===== src/rtl/issue_ctrl.sv =====
// In-order issue controller: buffers fetched instructions, presents the queue head
// to the decoder, and routes decoded instructions to the ROB plus RS or LSB.
module issue_ctrl #(
    parameter int QLOG    = 3,
    parameter int OPNUM_W = 6
) (
    input  logic               clk,
    input  logic               rst,
    input  logic               rdy,
    input  logic               flush,
    input  logic               jalr_done,
    input  logic               fetch_valid,
    input  logic [31:0]        fetch_inst,
    input  logic [31:0]        fetch_pc,
    output logic               queue_full,
    output logic [31:0]        dec_inst,
    input  logic [OPNUM_W-1:0] dec_opnum,
    input  logic               dec_is_ls,
    input  logic               dec_is_jump,
    input  logic [4:0]         dec_rd,
    input  logic [4:0]         dec_rs1,
    input  logic [4:0]         dec_rs2,
    input  logic [31:0]        dec_imm,
    input  logic               rob_full,
    input  logic               rs_full,
    input  logic               lsb_full,
    output logic               rob_issue,
    output logic               rs_issue,
    output logic               lsb_issue,
    output logic [OPNUM_W-1:0] iss_opnum,
    output logic [4:0]         iss_rd,
    output logic [4:0]         iss_rs1,
    output logic [4:0]         iss_rs2,
    output logic [31:0]        iss_imm,
    output logic [31:0]        iss_pc,
    output logic               iss_is_jump
);

    localparam int DEPTH = 1 << QLOG;
    localparam logic [QLOG:0] FULL_CNT = {1'b1, {QLOG{1'b0}}};

    typedef enum logic [0:0] {
        NORMAL    = 1'b0,
        WAIT_JALR = 1'b1
    } state_t;

    state_t state, next_state;

    logic [31:0]     q_inst [DEPTH];
    logic [31:0]     q_pc   [DEPTH];
    logic [QLOG-1:0] head, tail;
    logic [QLOG:0]   count;
    logic            q_empty;

    logic do_push, do_pop;
    logic issue_rs, issue_ls, issue_any, head_is_jalr;
    logic rob_q, rs_q, lsb_q;

    assign q_empty    = (count == '0);
    assign queue_full = (count == FULL_CNT);
    assign dec_inst   = q_empty ? 32'h0 : q_inst[head];

    // A push offered while full is dropped even if the head pops this cycle.
    assign do_push = rdy && !flush && fetch_valid && !queue_full;

    assign head_is_jalr = dec_is_jump && (dec_inst[6:0] == 7'b1100111);
    assign issue_any    = issue_rs || issue_ls;

    always_comb begin
        do_pop     = 1'b0;
        issue_rs   = 1'b0;
        issue_ls   = 1'b0;
        next_state = state;
        if (rdy && !flush && state == NORMAL && !q_empty) begin
            if (dec_opnum == '0) begin
                do_pop = 1'b1;
            end else if (dec_is_ls) begin
                if (!rob_full && !lsb_full) begin
                    do_pop   = 1'b1;
                    issue_ls = 1'b1;
                end
            end else begin
                if (!rob_full && !rs_full) begin
                    do_pop   = 1'b1;
                    issue_rs = 1'b1;
                end
            end
        end
        case (state)
            NORMAL: begin
                if (issue_any && head_is_jalr)
                    next_state = WAIT_JALR;
            end
            WAIT_JALR: begin
                if (jalr_done)
                    next_state = NORMAL;
            end
            default: next_state = NORMAL;
        endcase
    end

    always_ff @(posedge clk or posedge rst) begin
        if (rst)
            state <= NORMAL;
        else if (flush)
            state <= NORMAL;
        else if (rdy)
            state <= next_state;
    end

    // Storage needs no reset: only entries between head and tail are ever read.
    always_ff @(posedge clk) begin
        if (do_push) begin
            q_inst[tail] <= fetch_inst;
            q_pc[tail]   <= fetch_pc;
        end
    end

    always_ff @(posedge clk or posedge rst) begin
        if (rst) begin
            head  <= '0;
            tail  <= '0;
            count <= '0;
        end else if (flush) begin
            head  <= '0;
            tail  <= '0;
            count <= '0;
        end else begin
            if (do_push)
                tail <= tail + QLOG'(1);
            if (do_pop)
                head <= head + QLOG'(1);
            case ({do_push, do_pop})
                2'b10:   count <= count + (QLOG+1)'(1);
                2'b01:   count <= count - (QLOG+1)'(1);
                default: count <= count;
            endcase
        end
    end

    // Strobes are masked while rdy is low so the back end never consumes them then.
    always_ff @(posedge clk or posedge rst) begin
        if (rst) begin
            rob_q <= 1'b0;
            rs_q  <= 1'b0;
            lsb_q <= 1'b0;
        end else if (flush) begin
            rob_q <= 1'b0;
            rs_q  <= 1'b0;
            lsb_q <= 1'b0;
        end else if (rdy) begin
            rob_q <= issue_any;
            rs_q  <= issue_rs;
            lsb_q <= issue_ls;
        end
    end

    assign rob_issue = rob_q && rdy;
    assign rs_issue  = rs_q && rdy;
    assign lsb_issue = lsb_q && rdy;

    always_ff @(posedge clk or posedge rst) begin
        if (rst) begin
            iss_opnum   <= '0;
            iss_rd      <= '0;
            iss_rs1     <= '0;
            iss_rs2     <= '0;
            iss_imm     <= '0;
            iss_pc      <= '0;
            iss_is_jump <= 1'b0;
        end else if (issue_any) begin
            iss_opnum   <= dec_opnum;
            iss_rd      <= dec_rd;
            iss_rs1     <= dec_rs1;
            iss_rs2     <= dec_rs2;
            iss_imm     <= dec_imm;
            iss_pc      <= q_pc[head];
            iss_is_jump <= dec_is_jump;
        end
    end

endmodule


===== config.mk =====
export PLATFORM = sky130hd
export DESIGN_NAME = issue_ctrl
export DESIGN_NICKNAME = d
export VERILOG_FILES = /design/src/rtl/issue_ctrl.sv
export SDC_FILE = /design/constraint.sdc
export NUM_CORES = 1
export LEC_CHECK = 0
export BUFFER_PORTS_ARGS = -buffer_cell sky130_fd_sc_hd__buf_2
export CAP_MARGIN = 0
export CELL_PAD_IN_SITES_DETAIL_PLACEMENT = 0
export CELL_PAD_IN_SITES_GLOBAL_PLACEMENT = 1
export CORE_MARGIN = 2
export CORE_UTILIZATION = 35
export DETAILED_ROUTE_END_ITERATION = 6
export PLACE_DENSITY = 0.59
export RECOVER_POWER = 50
export SYNTH_ARGS = -nofsm -noshare
export SYNTH_HDL_FRONTEND = slang
export SYNTH_SLANG_ARGS = --single-unit

===== constraint.sdc =====
create_clock -name clk -period 7.81 [get_ports clk]
set_input_delay 0.3905 -clock clk [delete_from_list [all_inputs] [get_ports clk]]
set_output_delay 0.3905 -clock clk [all_outputs]
set_load 0.02 [all_outputs]

==> key figures <==
Status
  – Run status: finished with violations
  – Failing checks: capacitance limit, slew limit

Final layout
  – Ratio of cells with drive above 1 in the final layout: between 20 and 30%
  – Area Overhead vs Synth: 19.0%
  – Leading cell type in the layout, fill and taps excluded: edfxtp_1
  – Footprint of the multi-input gates: 5150 um^2
  – Number of filler cells placed in the layout: 5822
  – Count of nets after finishing: 1533
  – Sequential Area: 17900 um^2
  – Number of non-filler instances in the completed layout: 2316
  – Commonest non-fill, non-tap cells in the layout: edfxtp_1 (512), clkbuf_1 (173), mux4_2 (128), dfrtp_1 (97), buf_2 (95)
  – End-of-flow core utilization: 42.1%

Place
  – Worst slack at placement: 4.42 ns
  – I/O Buffers: ~250
  – Estimated wirelength of the detail-placed design: 28600 um
  – Final weighted congestion of routability-driven global placement: between 0.7 and 0.8
  – Instance count after placement with tap cells included: 2182

Clock tree
  – Clock buffer depth: 3
  – Clock root cell: clkbuf_16
  – Insertion delay to the later sink of the worst-skew pair: 0.59 ns
  – Clk sinks: approximately 610
  – CTS HTree Levels: 3
  – Post_cts resized: 0
  – Clock buffers created by TritonCTS: 68
  – Clock-pin slew reported for the worst setup and hold paths after clock tree synthesis: 0.06 ns
  – TritonCTS clock tree: done
  – Number of buffers inserted for hold repair after clock tree synthesis: 13
  – Count of buffers added by post-CTS timing repair for setup: 0

Worst setup path
  – Critical Path Fanout Max: 45
  – CP required: 7.42 ns
  – Category of the worst setup path launch point: flop
  – Data arrival time of the critical path: 3.43 ns
  – Critical path endpoint category: output pin
  – Kind of critical path: reg -> out

Yosys
  – Number of warnings issued by yosys: 0
  – Most instantiated flip-flop cell in the synthesis netlist: edfxtp_1
  – Per-instance average area after synthesis: 21.2 um^2
  – Post-synth EDFFs: 512
  – Gate count of the mapped netlist: 1098
  – Sequential cell area fraction in the yosys report: roughly three quarters
  – Async set or reset register ratio after synthesis: 16.3%
  – Cell area after technology mapping: 23200 um^2
  – Yosys cell types: 44
  – Synth Net Count: 1230
  – Synth Register Bits: 612

Floorplan
  – Chip height: 262 um
  – Number of ports placed on the die boundary: 250
  – Initial Utilization: 35.4%
  – Core area: 65700 um^2
  – Cell row count: 94
  – Die X-Extent: 262 um
  – Die area: roughly 70000 um^2

Timing
  – Max Freq: 262 MHz
  – Unrepaired setup endpoints after global routing: false
  – Number of max-slew violations in the final report: 46
  – Final cycle utilization of the critical path: about 50%
  – Largest clock skew in the final design: 0.0184 ns
  – Post-route worst setup slack: 3.99 ns
  – Setup tns final: 0 ns
  – Hold violation count in the final report: 0
  – Worst Tran Pin Value: 2.40 ns
  – Final Hold Slack: 0.0392 ns
  – Minimum clock period: 3.82 ns
  – Count of endpoints failing setup in the final report: 0
  – Remaining max-slew budget at the tightest pin: -61.2%

Worst hold path
  – Type of the most critical hold path: in -> reg

GRT
  – Overall overflow remaining after global route: 0
  – Total routing usage reported by global routing: 15.1%
  – Number of antenna violations at the first check in global routing: 7
  – Pin count of the biggest net entering global routing: 76
  – First-pass GRT wire length: 76200 um
  – Vias in the first global route: approximately 12000

Power
  – Part of the power in combinational logic: 14.6%
  – Switching power as a share of total power: between 20% and 30%
  – Internal power summed over all cells: ~6 mW
  – Max rail drop VDD: ~0.16 mV
  – Net Switching: 2.19 mW
  – Leak: 9.12 nW
  – Clock share of power: between 30% and 40%
  – Sequential power share: slightly below 50%
  – Pwr/cell area: 296 nW/um^2

Route
  – Overall routed net length: 51700 um
  – Detailed-route wire length per cell: 22.3 um
  – Number of violations reported at the end of detailed-routing iteration 0: roughly 740
  – First-pass iteration count of the detailed router: 4
  – Routed vias/inst: 4.91
  – DRC violations left: 0
  – Count of antenna-violating nets left after detailed routing: 0
  – Number of vias in the routed layout: 11372

Flow run
  – Max-cap viol count: 1
[critical path, cell delays in order (launching register included)]
cell and delay, ns:
dfrtp_4 1.07, buf_4 0.76, mux4_2 0.60, mux2i_1 0.16, nor2_1 0.07, buf_2 0.19
[layer usage]
layer / vias to the layer above / part of all wire [%] / track usage (%)
met2: 308 / 49 / 25.3
met4: 12 / 1.9 / 4.37
met1: 5931 / 42 / 19.3
li1: 5042 / - / -
met3: 79 / 6.7 / 3.95
met5: - / 0.15 / 0
[per-stage QoR]
step                      total power [mW]  instance area (um^2)
final                                 8.18                 27700
after global routing                  8.55                 27700
after CTS                             8.36                 27900
after detailed placement              5.30                 25600
after global placement                5.27                 25600
after floorplan                       4.76                 23200
[state kept, by name (all words and copies together) (netlist names)]
name,count
state,1
iss_pc,32
iss_imm,32
q_inst,256
rob_q,1
iss_rd,5
count,4
tail,3
lsb_q,1
q_pc,256
head,3
iss_is_jump,1
rs_q,1
iss_rs1,5
iss_rs2,5
iss_opnum,6
[cell usage after synthesis, drive strengths merged, types with 2 or more instances]
master | count | share of area [%]
nand3b | 3 | 0.097
clkbuf | 28 | 0.45
o21a | 2 | 0.065
a211oi | 2 | 0.065
edfxtp | 512 | 66
mux2i | 67 | 2.9
buf | 27 | 0.60
nor2 | 44 | 0.71
and2 | 5 | 0.14
inv | 6 | 0.097
nand2b | 3 | 0.081
nor3 | 3 | 0.065
dfrtp | 100 | 11
xor2 | 3 | 0.11
nand2 | 46 | 0.75
mux2 | 54 | 2.6
a21oi | 2 | 0.043
nand3 | 2 | 0.043
nor4 | 2 | 0.12
ha | 4 | 0.22
nor3b | 5 | 0.16
mux4 | 128 | 12
o21ai | 35 | 0.75
[cell families after synthesis]
kind of cell             count (synthesis)  share of synthesized area, %
flip-flops                             612                          76.9
AND/OR/NAND/NOR                        116                          2.28
XOR/XNOR                                 4                         0.151
multiplexers                           249                          17.9
AO/OA/AOI/OAI                           52                          1.40
adder cells (fa/ha/maj)                  4                         0.215
buffers and inverters                   61                          1.15
[power groups by stage]
stage               clock [mW]  combinational [mW]  sequential (mW)
floorplan                    0               0.495             4.26
finish                    3.04                1.20             3.94
global route              3.26                1.31             3.98
detailed placement           0                1.29             4.01
global placement             0                1.27             4.00
CTS                       3.13                1.30             3.94
[layout make-up]
type                    instances  area share (%)
diodes                          1         0.00905
flip-flops and latches        612            64.7
clock buffers                  97            7.11
multi-input cells             425            18.6
clock inverters                23           0.620
well taps                     864            3.91
inverters                       6          0.0859
repair buffers                288            4.97
[worst paths after layout]
check | from | endpoint | slack [ns] | depth (start not counted)
max reg2reg | count[1] | iss_imm[27] | 4.51 | 7
min in group asynchronous | rst | iss_imm[25] | 0.98 | 3
min | dec_imm[21] | iss_imm[21] | 0.04 | 2
min reg2reg | iss_is_jump | iss_is_jump | 0.48 | 1
max | head[0] | dec_inst[25] | 3.99 | 5
max in group asynchronous | rst | head[2] | 5.15 | 4
No activity file was read; power rests on OpenSTA's default activity.
